File: src/rtl/uart_rx_pkt_ctrl.sv
// rtl/uart_rx_pkt_ctrl.sv - sync-hunting, length-prefixed, checksummed packet parser behind a UART receiver
module uart_rx_pkt_ctrl #(
    parameter int         MAX_LEN        = 16,
    parameter logic [7:0] SYNC_BYTE      = 8'hA5,
    parameter int         TIMEOUT_CYCLES = 50000
) (
    input  logic       clk,
    input  logic       rst,
    input  logic [7:0] rx_char,
    input  logic       rx_valid,
    input  logic       rx_frame_error,
    input  logic       rx_parity_error,
    output logic [7:0] pkt_data,
    output logic       pkt_valid,
    input  logic       pkt_ready,
    output logic       pkt_last,
    output logic       err_valid,
    output logic [2:0] err_code,
    output logic       busy
);

    localparam int LW = $clog2(MAX_LEN + 1);
    localparam int AW = (MAX_LEN > 1) ? $clog2(MAX_LEN) : 1;
    localparam int CW = $clog2(TIMEOUT_CYCLES);

    localparam logic [7:0]    MAX_LEN_B = 8'(MAX_LEN);
    localparam logic [CW-1:0] TO_LAST   = CW'(TIMEOUT_CYCLES - 1);

    localparam logic [2:0] ERR_LINE    = 3'd1;
    localparam logic [2:0] ERR_BADLEN  = 3'd2;
    localparam logic [2:0] ERR_CHKSUM  = 3'd3;
    localparam logic [2:0] ERR_TIMEOUT = 3'd4;
    localparam logic [2:0] ERR_OVERRUN = 3'd5;

    typedef enum logic [2:0] {
        S_IDLE,
        S_LEN,
        S_PAYLOAD,
        S_CHK,
        S_DRAIN
    } state_t;

    state_t        state;
    state_t        state_nx;
    logic [LW-1:0] len;
    logic [LW-1:0] idx;
    logic [7:0]    sum;
    logic [CW-1:0] idle_cnt;
    logic [7:0]    pkt_buf [0:MAX_LEN-1];

    logic          good;
    logic          bad_line;
    logic          timed_out;
    logic          len_ok;
    logic          chk_ok;
    logic          last_idx;
    logic          xfer;
    logic          err_set;
    logic [2:0]    err_nx;
    logic [AW-1:0] buf_addr;

    assign good      = rx_valid & ~rx_frame_error & ~rx_parity_error;
    assign bad_line  = rx_valid & (rx_frame_error | rx_parity_error);
    // A byte landing in the timeout cycle takes priority over the timeout.
    assign timed_out = ~rx_valid && (idle_cnt == TO_LAST);
    assign len_ok    = (rx_char != 8'd0) && (rx_char <= MAX_LEN_B);
    assign chk_ok    = rx_char == (8'(len) + sum);
    // Shared by PAYLOAD (final byte written) and DRAIN (next presented byte is final).
    assign last_idx  = idx == (len - LW'(1));
    assign xfer      = pkt_valid & pkt_ready;
    assign buf_addr  = idx[AW-1:0];

    // State register.
    always_ff @(posedge clk or posedge rst) begin
        if (rst) begin
            state <= S_IDLE;
        end else begin
            state <= state_nx;
        end
    end

    // Next-state and rejection decode.
    always_comb begin
        state_nx = state;
        err_set  = 1'b0;
        err_nx   = 3'd0;
        case (state)
            S_IDLE: begin
                if (good && rx_char == SYNC_BYTE) state_nx = S_LEN;
            end
            S_LEN, S_PAYLOAD, S_CHK: begin
                if (bad_line) begin
                    err_set  = 1'b1;
                    err_nx   = ERR_LINE;
                    state_nx = S_IDLE;
                end else if (timed_out) begin
                    err_set  = 1'b1;
                    err_nx   = ERR_TIMEOUT;
                    state_nx = S_IDLE;
                end else if (good) begin
                    if (state == S_LEN) begin
                        if (len_ok) begin
                            state_nx = S_PAYLOAD;
                        end else begin
                            err_set  = 1'b1;
                            err_nx   = ERR_BADLEN;
                            state_nx = S_IDLE;
                        end
                    end else if (state == S_PAYLOAD) begin
                        if (last_idx) state_nx = S_CHK;
                    end else begin
                        if (chk_ok) begin
                            state_nx = S_DRAIN;
                        end else begin
                            err_set  = 1'b1;
                            err_nx   = ERR_CHKSUM;
                            state_nx = S_IDLE;
                        end
                    end
                end
            end
            S_DRAIN: begin
                // Bytes arriving while the buffer drains are dropped and reported.
                if (rx_valid) begin
                    err_set = 1'b1;
                    err_nx  = ERR_OVERRUN;
                end
                if (xfer && pkt_last) state_nx = S_IDLE;
            end
            default: state_nx = S_IDLE;
        endcase
    end

    // Status outputs derived from the current state.
    always_comb begin
        busy = (state != S_IDLE);
    end

    // Counters, checksum, error reporting and the output stream registers.
    always_ff @(posedge clk or posedge rst) begin
        if (rst) begin
            len       <= '0;
            idx       <= '0;
            sum       <= 8'd0;
            idle_cnt  <= '0;
            pkt_data  <= 8'd0;
            pkt_valid <= 1'b0;
            pkt_last  <= 1'b0;
            err_valid <= 1'b0;
            err_code  <= 3'd0;
        end else begin
            err_valid <= err_set;
            if (err_set) err_code <= err_nx;

            if (rx_valid || state == S_IDLE || state == S_DRAIN) begin
                idle_cnt <= '0;
            end else begin
                idle_cnt <= idle_cnt + CW'(1);
            end

            case (state)
                S_LEN: begin
                    if (good && len_ok) begin
                        len <= LW'(rx_char);
                        idx <= '0;
                        sum <= 8'd0;
                    end
                end
                S_PAYLOAD: begin
                    if (good) begin
                        sum <= sum + rx_char;
                        idx <= idx + LW'(1);
                    end
                end
                S_CHK: begin
                    if (good && chk_ok) begin
                        pkt_valid <= 1'b1;
                        pkt_data  <= pkt_buf[0];
                        pkt_last  <= (len == LW'(1));
                        idx       <= LW'(1);
                    end
                end
                S_DRAIN: begin
                    if (xfer) begin
                        if (pkt_last) begin
                            pkt_valid <= 1'b0;
                            pkt_last  <= 1'b0;
                        end else begin
                            pkt_data <= pkt_buf[buf_addr];
                            pkt_last <= last_idx;
                            idx      <= idx + LW'(1);
                        end
                    end
                end
                default: ;
            endcase
        end
    end

    // Payload buffer write port; contents need no reset.
    always_ff @(posedge clk) begin
        if (state == S_PAYLOAD && good) pkt_buf[buf_addr] <= rx_char;
    end

endmodule

File: config.mk
export PLATFORM = sky130hd
export DESIGN_NAME = uart_rx_pkt_ctrl
export DESIGN_NICKNAME = d
export VERILOG_FILES = /design/src/rtl/uart_rx_pkt_ctrl.sv
export SDC_FILE = /design/constraint.sdc
export NUM_CORES = 1
export LEC_CHECK = 0
export CAP_MARGIN = 20
export CORE_UTILIZATION = 40
export DETAILED_ROUTE_END_ITERATION = 6
export PLACE_DENSITY = 0.65
export SKIP_CTS_REPAIR_TIMING = 1
export SYNTH_ARGS = -nofsm -noshare
export SYNTH_HDL_FRONTEND = slang
export SYNTH_SLANG_ARGS = --single-unit
File: constraint.sdc
create_clock -name clk -period 7.56 [get_ports clk]
set_input_delay 1.134 -clock clk [delete_from_list [all_inputs] [get_ports clk]]
set_output_delay 1.134 -clock clk [all_outputs]
set_load 0.02 [all_outputs]
==> results.txt <==
critical path arrival: 4240 ps
Tmin final: 3919 ps
clk_lat worst skew: 440 ps
Hold Path Class: flip-flop to flip-flop
fin worst setup slack: 3641 ps
top-area cell type share of the netlist area: 0.4551
Avg WL per Cell: 19.95 microns
TNS Setup: 0 ps
Slew HR: 0.2837
unrepaired setup endpoints after global routing: no
ys flop type: edfxtp_1
Final GP Congestion: 0.8436
Post-DP HPWL: 12410 microns
DR iter-0 viols: 525
antenna violations before repair: 0
clock tree buffer depth: 2
pre-CTS WS: 3182 ps
FF+latch count, synth: 179
vias after detailed routing: 5223
cell taking the most area after synthesis: edfxtp_1
Worst path top cell family by delay: compound AO/OA/AOI/OAI gates
die width: 147.3 microns
met3 Usage GRT: 0.02764
required time worst endpoint: 7880 ps
slowest cell delay on critical path: 820 ps
Max Cap Viol: 0
Setup-failing EPs final: 0
top fanout value on the critical path: 22
status: complete, no violations
most frequent cells in the layout: edfxtp_1, dfrtp_1, nor2_1, nand2_1, mux4_2
pin count of the biggest net entering global routing: 52
I/O pins: 29
All-Layer GR Usage: 0.1833
Yosys cell types: 73
Clock Root Buffer: clkbuf_16
WL final: 18420 microns
share of layout cells above drive strength 1: 0.1608
Die H: 147.3 microns
Avg Inst Size Synth: 13.91 sq um
synthesized area: 8446 sq um
worst-path cell chain: clkdlybuf4s50_1, xnor2_1, nand3_1, a2111oi_2, nand2_2, nor3_4, a21oi_2, a221oi_1
Post-synth EDFFs: 128
Tcrit/Tclk final: 0.5183
die area: 21700 sq um
Clock transition at path regs: 70 ps
PwrDens: 291.7 nW/um^2
Non-Filler Instances: 923
sequential fraction of the synthesis area: 0.6062
Ys Warns: 0
Hold Fails Final Rpt: 0
top cells by area, synth: edfxtp_1, dfrtp_1, mux4_2, ha_1, nor2_1
Mapped Nets: 642
Worst setup EP type: flip-flop
final layout net count: 675
routed vias/inst: 5.659
commonest non-fill, non-tap cell in the layout: edfxtp_1
Post-synth ARST share: 0.2849
highest-delay cell along the critical path: clkdlybuf4s50_1
drt pass-1 iters: 4
vias in the first global route: 5270
area grow syn2layout: 14.37%
met2 usage: 0.2913
I/O Buffers: 28
Clock Skews: 12.10 ps
worst vdd ir: 0.1340 mV
Slew @ Worst Pin: 1071 ps
n_diodes: 0
# rows: 52
Final ANT Viol Nets: 0
Max Freq: 255.2 MHz
Post-Place Cells: 890
Syn Inst Count: 607
CTS Buf Count: 17
Tot Pwr: 2.818 mW
startpoint types: input port
Lkg Pwr: 3.384 nW
Final Max Tran Viols: 0
crit path kind: input port to flip-flop
TritonCTS clock tree: yes
# clock sinks: 179
busiest grt layer: met2
global-route wire length before repair: 29990 microns
DRC errors left: 0
grt ovf: 0
Core ar.: 20490 sq um
initial core utilization: 0.4121
CP bufs+invs: 1
routing usage on met1: 0.2565
H-tree depth: 4
-- sequential cells by signal (all words and copies together), names as in the netlist --
signal and count:
err_valid 1, sum 8, err_code 3, pkt_valid 1, pkt_buf 128, pkt_data 8, pkt_last 1, idx 5
state 3, len 5, idle_cnt 16
-- cells by family after synthesis --
kind of cell               Yosys count  synth area share
xor gates and xnor gates            31           0.03215
muxes                               54            0.1121
AOI/OAI and AO/OA                  108           0.09200
and+or+nand+nor                    165            0.1015
DFF                                179            0.6062
adders and majority gates           21           0.03289
buffers and inverters               49           0.02311
-- path summary, 6_finish.rpt --
path                                       start  slack (ps)                      end  cells past startpoint
min                        idle_cnt[0]$_DFF_PP0_         510    idle_cnt[0]$_DFF_PP0_                      1
min in group asynchronous                    rst         930       sum[2]$_DFFE_PP0P_                      2
max                                   rx_char[4]        3640  pkt_data[0]$_DFFE_PP0P_                      8
min reg2reg                idle_cnt[0]$_DFF_PP0_         510    idle_cnt[0]$_DFF_PP0_                      1
max reg2reg                 state[2]$_DFFE_PP0P_        4260  pkt_buf[5][0]$_DFFE_PP_                      5
max in group asynchronous                    rst        6110       idx[0]$_DFFE_PP0P_                      3
-- report_power, final --
group	total, mW	switching (mW)	internal [mW]
clock network	0.885	0.434	0.451
logic	0.763	0.406	0.358
registers	1.17	0.0704	1.10
total	2.82	0.910	1.91
-- synth_stat cells (3+ instances only) --
| cell type | n |
|---|---|
| edfxtp_1 | 128 |
| dfrtp_1 | 51 |
| nor2_1 | 48 |
| nand2_1 | 39 |
| mux4_2 | 32 |
| o21ai_0 | 23 |
| inv_1 | 21 |
| ha_1 | 19 |
| mux2i_1 | 17 |
| clkbuf_1 | 16 |
| nand3_1 | 16 |
| xnor2_1 | 16 |
| xor2_1 | 15 |
| a21oi_1 | 13 |
| nor3_1 | 13 |
| a21o_1 | 9 |
| a22oi_1 | 9 |
| a221oi_1 | 8 |
| buf_2 | 8 |
| nand2b_1 | 7 |
| a22o_1 | 5 |
| a31oi_1 | 5 |
| mux2_2 | 5 |
| nand4_1 | 5 |
| a41oi_1 | 4 |
| o211ai_1 | 4 |
| o31ai_1 | 4 |
| or3_1 | 4 |
| and2_1 | 3 |
| and3_1 | 3 |
| nor4_1 | 3 |
-- cell type report --
type	count	area, sq um
Clock buffer	17	425.4
Inverter	22	82.58
Tap cell	270	337.8
Sequential cell	179	5121
Multi-Input combinational cell	379	3131
Clock inverter	15	171.4
Timing Repair Buffer	41	390.4
Fill cell	1786	10840
-- layer usage --
metal / wire [microns] / vias up
met5: 0 / -
met4: 303 / 0
met3: 1012 / 21
met2: 8840 / 162
met1: 8259 / 2641
li1: - / 2399
-- metrics by stage --
step	hold WS, ps	util	area (sq um)
finish	512.5	0.4713	9659
CTS	517.9	0.4703	9639
global placement	470.6	0.4412	9042
floorplan	454.7	-	8446
detailed placement	509.2	0.4412	9042
global route	566.2	0.4713	9659
Note: power is estimated with default switching activity, not from simulation.
